===== src/rtl/ped_req_cond.sv =====
// Pedestrian request conditioner: sync/debounce the crossing button,
// latch one request until pedestrian green, then hold off and count.
module ped_req_cond #(
    parameter int DEB_CYCLES = 4,
    parameter int HOLDOFF    = 8
) (
    input  logic       clk,
    input  logic       rst,
    input  logic       btn,
    input  logic       pg,
    output logic       N,
    output logic       wait_lamp,
    output logic [7:0] served_cnt
);

    localparam int DW = $clog2(DEB_CYCLES + 1);
    localparam int HW = $clog2(HOLDOFF + 1);
    localparam logic [DW-1:0] DEB_LAST  = DW'(DEB_CYCLES - 1);
    localparam logic [HW-1:0] HOLD_LOAD = HW'(HOLDOFF - 1);

    typedef enum logic [1:0] {
        S_IDLE,
        S_PEND,
        S_SERV,
        S_HOLD
    } state_t;

    state_t        state;
    state_t        nxt;
    logic          s1;
    logic          s2;
    logic          db;
    logic          db_d;
    logic [DW-1:0] dcnt;
    logic          press;
    logic [HW-1:0] hcnt;
    logic          early;
    logic          early_nxt;
    logic          hold_done;
    logic          serv_end;
    logic          n_nxt;
    logic          wait_nxt;

    // Two-flop synchroniser, then level debounce on the synced sample.
    always_ff @(posedge clk) begin
        if (!rst) begin
            s1   <= 1'b0;
            s2   <= 1'b0;
            db   <= 1'b0;
            db_d <= 1'b0;
            dcnt <= '0;
        end else begin
            s1   <= btn;
            s2   <= s1;
            db_d <= db;
            if (s2 != db) begin
                if (dcnt == DEB_LAST) begin
                    db   <= s2;
                    dcnt <= '0;
                end else begin
                    dcnt <= dcnt + DW'(1);
                end
            end else begin
                dcnt <= '0;
            end
        end
    end

    assign press     = db && !db_d;
    assign hold_done = (state == S_HOLD) && (hcnt == '0);
    assign serv_end  = (state == S_SERV) && !pg;

    always_ff @(posedge clk) begin
        if (!rst) begin
            state <= S_IDLE;
        end else begin
            state <= nxt;
        end
    end

    always_comb begin
        nxt = state;
        unique case (state)
            S_IDLE: begin
                if (press && !pg) begin
                    nxt = S_PEND;
                end
            end
            S_PEND: begin
                if (pg) begin
                    nxt = S_SERV;
                end
            end
            S_SERV: begin
                if (!pg) begin
                    nxt = S_HOLD;
                end
            end
            S_HOLD: begin
                if (hcnt == '0) begin
                    nxt = (early || press) ? S_PEND : S_IDLE;
                end
            end
            default: nxt = S_IDLE;
        endcase
    end

    // A press during service or hold-off is remembered until hold-off ends.
    always_comb begin
        early_nxt = early;
        if (hold_done) begin
            early_nxt = 1'b0;
        end else if (press && (state == S_SERV || state == S_HOLD)) begin
            early_nxt = 1'b1;
        end
        n_nxt    = (nxt == S_PEND);
        wait_nxt = n_nxt || early_nxt;
    end

    always_ff @(posedge clk) begin
        if (!rst) begin
            hcnt       <= '0;
            early      <= 1'b0;
            served_cnt <= '0;
            N          <= 1'b0;
            wait_lamp  <= 1'b0;
        end else begin
            early     <= early_nxt;
            N         <= n_nxt;
            wait_lamp <= wait_nxt;
            if (serv_end) begin
                hcnt <= HOLD_LOAD;
            end else if (state == S_HOLD && hcnt != '0) begin
                hcnt <= hcnt - HW'(1);
            end
            if (serv_end && served_cnt != 8'hff) begin
                served_cnt <= served_cnt + 8'd1;
            end
        end
    end

endmodule


===== config.mk =====
export PLATFORM = sky130hd
export DESIGN_NAME = ped_req_cond
export DESIGN_NICKNAME = d
export VERILOG_FILES = /design/src/rtl/ped_req_cond.sv
export SDC_FILE = /design/constraint.sdc
export NUM_CORES = 1
export LEC_CHECK = 0
export CAP_MARGIN = 20
export CORE_ASPECT_RATIO = 0.9
export CORE_MARGIN = 2
export CORE_UTILIZATION = 35
export DETAILED_ROUTE_END_ITERATION = 12
export GPL_TIMING_DRIVEN = 0
export PLACE_DENSITY_LB_ADDON = 0.3
export SLEW_MARGIN = 20
export SYNTH_ARGS = -nofsm -noshare
export SYNTH_HDL_FRONTEND = slang
export SYNTH_SLANG_ARGS = --single-unit

===== constraint.sdc =====
create_clock -name clk -period 3.89 [get_ports clk]
set_clock_uncertainty 0.15 [all_clocks]
set_input_delay 0.778 -clock clk [delete_from_list [all_inputs] [get_ports clk]]
set_output_delay 0.778 -clock clk [all_outputs]
set_load 0.005 [all_outputs]

==> results of run 1 <==
==> cells by family (layout without fill, tap and decap cells) <==
logic type      after synthesis  count (layout)  synth area share
xor+xnor                      7               7            0.0610
buf+inv                       7              24            0.0261
fa+ha+maj                     4               4            0.0498
compound gates               18              18             0.136
flops                        24              24             0.478
simple gates                 40              40             0.219
mux                           3               3            0.0299
==> stage by stage <==
step           area (um2)  hold WS (ps)  std cells   util
2_1_floorplan        1000           249        103      -
3_3_place_gp         1180           257        156  0.431
3_5_place_dp         1180           269        156  0.431
4_1_cts              1240           293        160  0.450
5_1_grt              1240           304        160  0.450
6_report             1240           283        160  0.450
==> layout by cell type (no fill, tap or decap), drive strengths merged <==
| cell type | instances |
|---|---|
| a211o | 1 |
| nand2 | 2 |
| o311ai | 1 |
| or2 | 1 |
| bufinv | 1 |
| and2 | 4 |
| a21oi | 5 |
| nor3b | 2 |
| o211ai | 3 |
| nand3 | 2 |
| xnor2 | 3 |
| clkbuf | 4 |
| o21a | 2 |
| o2bb2ai | 1 |
| clkdlybuf4s50 | 13 |
| a211oi | 1 |
| mux2i | 3 |
| nor2b | 2 |
| dfxtp | 24 |
| or3 | 4 |
| and3 | 4 |
| inv | 6 |
| ha | 4 |
| nand4 | 2 |
| xor2 | 4 |
| nor3 | 3 |
| a21bo | 1 |
| nor2 | 13 |
| nand2b | 1 |
| o21ai | 3 |
==> worst paths after layout <==
path,cells past startpoint,slack (ps),end
worst max-delay path,5,1640,served_cnt[7]
worst min register to register,1,280,dcnt[0]
worst max register to register,6,2080,hcnt[2]
worst min-delay path,1,280,dcnt[0]
==> routing by layer <==
metal | vias to the layer above | share of wire
met5 | - | 0
met4 | 0 | 0.0079
met3 | 2 | 0.052
met2 | 17 | 0.47
met1 | 346 | 0.47
li1 | 391 | -
==> area by class of cell <==
class	count	area [um2]
clock inverters	1	30.0
repair buffers	13	130
clock buffers	3	22.5
well taps	40	50.0
fillers	284	1510
multi-input cells	72	498
flip-flops and latches	24	480
plain buffers	1	3.75
inverters	6	22.5
==> power breakdown <==
group	internal [mW]	switching [mW]	total [mW]	leakage [nW]
clock	0.104	0.0718	0.176	0.0279
sequential	0.247	0.000468	0.247	0.194
combinational	0.00476	0.00496	0.00972	0.237
total	0.356	0.0772	0.433	0.458
==> registers in the layout, indices dropped and copies added (netlist names) <==
register    cells
hcnt            4
N               1
s2              1
s1              1
served_cnt      8
db              1
wait_lamp       1
state           2
db_d            1
dcnt            3
early           1
==> impl_metrics.tcl, run 1 <==
set metrics [dict create \
    status "finished clean" \
    r2r_start "hcnt[0]" \
    fp.dieW_um 60.5 \
    synth_common_cells "dfxtp_1 (24), nor2_1 (13), inv_1 (6)" \
    worstSetupPathType "input port to register" \
    crit_arrival_ps 2360 \
    grt_util_met1 0.127 \
    dr.pass1.iters 4 \
    synth_edf_count 0 \
    drive_gt1_frac 0.0750 \
    fin_ws_ps 1640 \
    crit_family "simple AND/OR/NAND/NOR gates" \
    post_cts_buffers 0 \
    post-dp-hpwl_mm 1.23 \
    die-area_um2 3320 \
    crit_path_max_fanout 9 \
    clock_path_buffers 2 \
    dpl_worst_slack_ps 1300 \
    grtUsageMet2 0.219 \
    ys_top_cells_by_area "dfxtp_1 (48%), ha_1 (5.0%), nor2_1 (4.9%)" \
    rsz0062_at_grt "false" \
    drt_iter0_drc 35 \
    synth_cell_type_count 30 \
    antennaDiodeCount 0 \
    yosys_register_bits 24 \
    worst_slew_pin_slew_ps 456 \
    finalWirelength_mm 1.64 \
    hold_start "dcnt[0]" \
    syn2layout_area_growth_pct 23.2 \
    tns_ps 0 \
    end_kind "register" \
    ys_seq_area_frac 0.478 \
    yosysTopAreaCellShare 0.478 \
    clkTransAtPathRegs_ps 130 \
    grt_pass1_wl_mm 2.96 \
    cp_cell_sequence "clkdlybuf4s50_1 > nor3b_4 > o211ai_4 > or3_1 > a21oi_1" \
    grtUsageTotal 0.122 \
    p_leak_nw 0.458 \
    setup_viol 0 \
    critPathLaunch "pg" \
    ant_nets 0 \
    post_drt_via_cell_ratio 4.73 \
    numPortBuffers 13 \
    nets 129 \
    antenna_found_initial 0 \
    synth_top_area_cell "dfxtp_1" \
    start_util 0.366 \
    period_share 0.580 \
    drc 0 \
    place_congestion 0.734 \
    crit_slowest_cell "clkdlybuf4s50_1" \
    cts_hold_buf 0 \
    ys.flop_type "dfxtp_1" \
    grt_pass1_vias 737 \
    drt-wirelength-per-cell_um 10.3 \
    cpPeakStageDelay_ps 490 \
    cts.sinks 24 \
    period_minus_slack_ps 2250 \
    num_vias 756 \
    avgSynthCellArea_um2 9.75 \
    htreeDepth 1 \
    synth_nets 111 \
    rows 18 \
    top_usage_layer "met2" \
    synth_cells 103 \
    drv_slew 0 \
    clock-root-buffer "clkbuf_4" \
    die_y_um 54.8 \
    ir_worst_vdd_mv 0.270 \
    fmax_ghz 0.444 \
    grt.met3_usage 0.0496 \
    ios 14 \
    path_buf_inv 1 \
    synth_most_common_cell "dfxtp_1" \
    async_flop_share 0 \
    crit_required_ps 4000 \
    core_area_um2 2750 \
    power_uw 433 \
    maxCapViolCount 0 \
    finalHoldViolations 0 \
    hold_class "register to register" \
    grt_overflow 0 \
    worstSkewPairLatency_ps 310 \
    start_kind "input port" \
    numCtsBuffers 3 \
    powerDensity_nw_per_um2 350 \
    max_slew_margin 0.696 \
    cts_resized 0 \
    grt_max_degree 15 \
    synth_area_um2 1000 \
    yosys_warnings 0 \
    cts_tree "built" \
]
Note: power is estimated with default switching activity, not from simulation.
==> run 2, diff against run 1 <==
clock period = 2.3 ns   (was 3.89 ns; I/O delays follow)
==> results of run 2 <==
The final DEF is identical to that of run 1. Status: finished clean.
Among the figures that moved: setup slack after placement 1300 ps -> 28.4 ps; setup slack after layout 1640 ps -> 363 ps; register-to-register setup slack 2080 ps -> 490 ps; total power 0.433 mW -> 0.733 mW; worst IR drop on VDD 0.270 mV -> 0.456 mV
